[src/rtl/arbitro_alu.sv]
`default_nettype none
// ============================================================================
//  Module   : arbitro_alu
//  Purpose  : Two-requester round-robin arbiter and sequencer in front of the
//             shared 8-bit ALU. Accepts one (A, B, op) request, drives it onto
//             the ALU for one execute cycle, captures the result and zero flag,
//             and holds the response until the owning requester acknowledges.
//  Ports    : clk, reset                  - clock, synchronous active-high reset
//             reqX_valid/A/B/op, reqX_ready - request handshake, X = 0, 1
//             respX_valid, respX_ack      - response handshake, X = 0, 1
//             resp_resultado, resp_zero   - registered ALU result and flag
//             alu_A, alu_B, alu_op        - ALU operand/opcode drive
//             alu_resultado, alu_zero     - ALU outputs
//  Revision : 1.0 - initial release
// ============================================================================
module arbitro_alu #(
   parameter int LARGURA = 8
) (
   input  logic               clk,
   input  logic               reset,
   input  logic               req0_valid,
   input  logic [LARGURA-1:0] req0_A,
   input  logic [LARGURA-1:0] req0_B,
   input  logic [1:0]         req0_op,
   output logic               req0_ready,
   input  logic               req1_valid,
   input  logic [LARGURA-1:0] req1_A,
   input  logic [LARGURA-1:0] req1_B,
   input  logic [1:0]         req1_op,
   output logic               req1_ready,
   output logic               resp0_valid,
   input  logic               resp0_ack,
   output logic               resp1_valid,
   input  logic               resp1_ack,
   output logic [LARGURA-1:0] resp_resultado,
   output logic               resp_zero,
   output logic [LARGURA-1:0] alu_A,
   output logic [LARGURA-1:0] alu_B,
   output logic [1:0]         alu_op,
   input  logic [LARGURA-1:0] alu_resultado,
   input  logic               alu_zero
);

   typedef enum logic [1:0] {
      OCIOSO   = 2'd0,
      EXECUTA  = 2'd1,
      RESPOSTA = 2'd2
   } estado_t;

   estado_t            estado;
   estado_t            prox_estado;
   logic [LARGURA-1:0] reg_a;
   logic [LARGURA-1:0] reg_b;
   logic [1:0]         reg_op;
   logic               dono;        // id of the requester owning the current operation
   logic               ultimo;      // id of the most recent grant
   logic               concede;     // a grant happens this cycle
   logic               id_concede;  // which requester is granted
   logic               ack_dono;    // ack from the owning requester only

   // Next-state and grant decode
   always_comb begin
      prox_estado = estado;
      concede     = 1'b0;
      id_concede  = 1'b0;
      ack_dono    = dono ? resp1_ack : resp0_ack;
      case (estado)
         OCIOSO: begin
            // Masked during reset so a requester never sees an accept that
            // the reset is about to discard.
            if ((req0_valid || req1_valid) && !reset) begin
               concede     = 1'b1;
               // Tie goes to the requester that was not served last.
               id_concede  = (req0_valid && req1_valid) ? ~ultimo : req1_valid;
               prox_estado = EXECUTA;
            end
         end
         EXECUTA: begin
            prox_estado = RESPOSTA;
         end
         RESPOSTA: begin
            if (ack_dono) begin
               prox_estado = OCIOSO;
            end
         end
         default: begin
            prox_estado = OCIOSO;
         end
      endcase
   end

   // State, operand and response registers
   always_ff @(posedge clk) begin
      if (reset) begin
         estado         <= OCIOSO;
         reg_a          <= '0;
         reg_b          <= '0;
         reg_op         <= 2'b00;
         dono           <= 1'b0;
         ultimo         <= 1'b1;
         resp_resultado <= '0;
         resp_zero      <= 1'b0;
      end else begin
         estado <= prox_estado;
         if (concede) begin
            reg_a  <= id_concede ? req1_A  : req0_A;
            reg_b  <= id_concede ? req1_B  : req0_B;
            reg_op <= id_concede ? req1_op : req0_op;
            dono   <= id_concede;
            ultimo <= id_concede;
         end
         if (estado == EXECUTA) begin
            resp_resultado <= alu_resultado;
            resp_zero      <= alu_zero;
         end
      end
   end

   assign req0_ready  = concede && !id_concede;
   assign req1_ready  = concede &&  id_concede;
   assign resp0_valid = (estado == RESPOSTA) && !dono;
   assign resp1_valid = (estado == RESPOSTA) &&  dono;

   // Operand registers hold their value between operations.
   assign alu_A  = reg_a;
   assign alu_B  = reg_b;
   assign alu_op = reg_op;

endmodule
`default_nettype wire

[config.mk]
export PLATFORM = sky130hd
export DESIGN_NAME = arbitro_alu
export DESIGN_NICKNAME = d
export VERILOG_FILES = /design/src/rtl/arbitro_alu.sv
export SDC_FILE = /design/constraint.sdc
export NUM_CORES = 1
export LEC_CHECK = 0
export ABC_AREA = 1
export CAP_MARGIN = 20
export CORE_MARGIN = 5
export CORE_UTILIZATION = 30
export DETAILED_ROUTE_END_ITERATION = 8
export HOLD_SLACK_MARGIN = 0.08
export SYNTH_ARGS = -nofsm -noshare
export SYNTH_HDL_FRONTEND = slang
export SYNTH_SLANG_ARGS = --single-unit
[constraint.sdc]
create_clock -name clk -period 1.47 [get_ports clk]
set_input_delay 0.2205 -clock clk [delete_from_list [all_inputs] [get_ports clk]]
set_output_delay 0.2205 -clock clk [all_outputs]
set_load 0.005 [all_outputs]
==> results.py <==
metrics = {
    "critical_path": {
        "criticalPathCategory": "flip-flop to primary output",
        "crit_arrival_ns": 1.17,
        "r2r_slack_ns": 0.14,
        "slowest_stage": "dfxtp_2",
        "start_kind": "flip-flop",
        "r2r_start": "ultimo",
        "cp.required_ns": 1.25,
        "cp-end-kind": "primary output",
        "worst-path-max-fanout": 4,
        "worstPathCellList": "nor2_4 > nand3_4 > nor2_4 > clkdlybuf4s15_2",
        "r2r-end": "alu_B[3]",
        "worstRegToRegCells": 8,
        "slowest_delay_ns": 0.33,
        "critPathMostFrequentCell": "nor2_4",
    },
    "sta": {
        "rsz0062_at_grt": "false",
        "post-route-period-util": 0.945,
        "clock.fmax_ghz": 0.720,
        "relSlewSlack": 0.681,
        "slew_violations": 0,
        "worst_slack_ns": 0.0811,
        "skew_ns": 0.00226,
        "tightestPinTransition_ns": 0.478,
        "setup_viol": 0,
        "hold_violations": 0,
        "fin_crit_ns": 1.39,
    },
    "power_and_ir_drop": {
        "p_leak_nw": 1.13,
        "power_mw": 2.30,
        "vdd_drop_max_mv": 0.591,
        "power_density_nw_per_um2": 887,
    },
    "global_route": {
        "grt-ovfl-total": 0,
        "grt_max_degree": 24,
        "grt_usage": 0.136,
        "first_global_vias": 1521,
        "grt_pass1_wl_um": 6960,
        "antenna_found_initial": 0,
    },
    "hold_path": {
        "min_path_type": "flip-flop to flip-flop",
        "whs_path_depth": 2,
        "worstHoldStart": "alu_A[7]",
        "hold_end": "alu_A[7]",
    },
    "layout": {
        "multiInputGateArea_sq_um": 751,
        "fin_nets": 356,
        "fin_cells": 373,
        "seqCellArea_sq_um": 622,
        "antenna_cells": 0,
        "drive_above_1_share": 0.170,
        "finalInstanceArea_sq_um": 2600,
        "fillers": 502,
        "area_growth_pct": 71.7,
    },
    "synth": {
        "synth_ff_type": "dfxtp_1",
        "syn-cell-area_sq_um": 1510,
        "ys_ff_latch": 31,
        "ys_warn_count": 0,
        "synth_cells": 214,
        "synth_nets": 265,
        "synth_top_area_cell": "dfxtp_1",
        "ys_types": 24,
        "synthTopCellsByArea": "dfxtp_1 41%, nor2_1 10%, nand2_1 9.7%",
        "yosysMostFrequentCell": "nor2_1",
        "synth-edff-count": 0,
        "async_flop_share": 0,
        "avgSynthCellArea_sq_um": 7.07,
        "synth_seq_area_share": 0.410,
        "ys_top_cells_by_count": "41 x nor2_1, 39 x nand2_1, 31 x dfxtp_1",
        "yosysTopAreaCellShare": 0.410,
    },
    "placement": {
        "post-dp-hpwl_um": 3220,
        "dpl.cell_count": 365,
        "io_buffers": 81,
        "gp_congestion": 0.658,
        "dpl_cell_area_sq_um": 2460,
        "dpl_worst_slack_ns": -0.437,
    },
    "detailed_routing": {
        "dr.pass1.iters": 4,
        "vias": 1621,
        "wl_per_cell_um": 11.7,
        "totalWireLength_um": 4350,
        "ant_nets": 0,
        "drtIter0Drc": 62,
        "drcViolationCount": 0,
        "viasPerCell": 4.35,
    },
    "floorplan": {
        "dieArea_sq_um": 6560,
        "rows": 25,
        "ios": 82,
        "fp.dieH_um": 81.0,
        "core_area_sq_um": 4820,
        "die-width_um": 81.0,
        "start_util": 0.314,
    },
    "cts": {
        "clk_latency_ns": 0.27,
        "cts_made_buffers": 5,
        "cts.clk_slew.worst_paths_ns": 0.06,
        "cts_max_path_buffers": 2,
        "ctsHoldBuffers": 0,
        "cts_root_buffer": "clkbuf_8",
        "cts_tree": "done",
        "cts_sinks": 31,
        "cts-htree-levels": 2,
    },
    "flow_run": {
        "cap_violations": 0,
    },
    "status": {
        "status": "complete, no violations",
    },
}
-- registers in the layout, summed over array words and instances (netlist names) --
name	flops
ultimo	1
alu_B	8
alu_op	2
resp_zero	1
resp_resultado	8
dono	1
alu_A	8
estado	2
-- layout make-up --
class | instances | area share
repair buffers | 96 | 0.365
multi-input cells | 146 | 0.289
flip-flops and latches | 31 | 0.239
clock buffers | 8 | 0.0385
inverters | 25 | 0.0361
well taps | 67 | 0.0323
-- metrics by stage --
stage | util | TNS, ns | hold slack (ns)
after floorplan | - | 0 | 0.355
after global placement | 0.511 | -6.12 | 0.453
after detailed placement | 0.511 | -5.96 | 0.456
after CTS | 0.536 | -0.0445 | 0.466
after global routing | 0.539 | 0 | 0.488
final | 0.539 | 0 | 0.464
-- what timing repair did --
item | 4_1_cts | 5_1_grt
buffers inserted | 0 | 0
gates cloned | 0 | 0
endpoints found under the setup margin | 14 | 9
pin swaps | 0 | 0
resized for setup | 15 | 6
-- cell usage in the layout (no fill, tap or decap), drive strengths merged --
master and n:
nor2 43, clkdlybuf4s50 74, a211oi 1, buf 15, nand3 3, nand2 40
clkbuf 8, a21oi 19, nand4 12, dlygate4sd2 3, or2 8, inv 25
dlymetal6s2s 2, dfxtp 31, clkdlybuf4s15 2, o21ai 10, nor3 10
-- power by group --
group	leakage (nW)	internal, mW	total, mW	switching, mW
combinational	0.819	0.355	0.622	0.267
sequential	0.255	0.914	0.954	0.0395
clock	0.0515	0.427	0.727	0.300
total	1.13	1.70	2.30	0.607
-- worst max-delay path by stage --
stage                    start          to  slack, ns
CTS                 req1_valid  req0_ready      -0.04
detailed placement  req0_valid  req0_ready      -0.44
global route            ultimo    alu_B[7]      0.008
global placement    req1_valid    alu_B[3]      -0.44
floorplan            estado[1]    alu_A[1]       0.39
finish               estado[1]  req0_ready       0.08
-- worst max-delay path: cells and delay by family (launching register included) --
kind / cells / cell delay, ns
buffers and inverters: 1 / 0.22
DFF: 1 / 0.33
and+or+nand+nor: 3 / 0.35
-- kinds of logic after synthesis --
group | share of synthesized area
AOI/OAI and AO/OA | 0.116
and+or+nand+nor | 0.365
buffers and inverters | 0.109
DFF | 0.410
-- routing by layer --
metal	global-route usage	up-vias	share of wire
met4	0.0405	0	0.0039
met5	0	-	0
met2	0.217	53	0.45
li1	-	859	-
met3	0.0610	2	0.11
met1	0.164	707	0.44
Note: power is estimated with default switching activity, not from simulation.
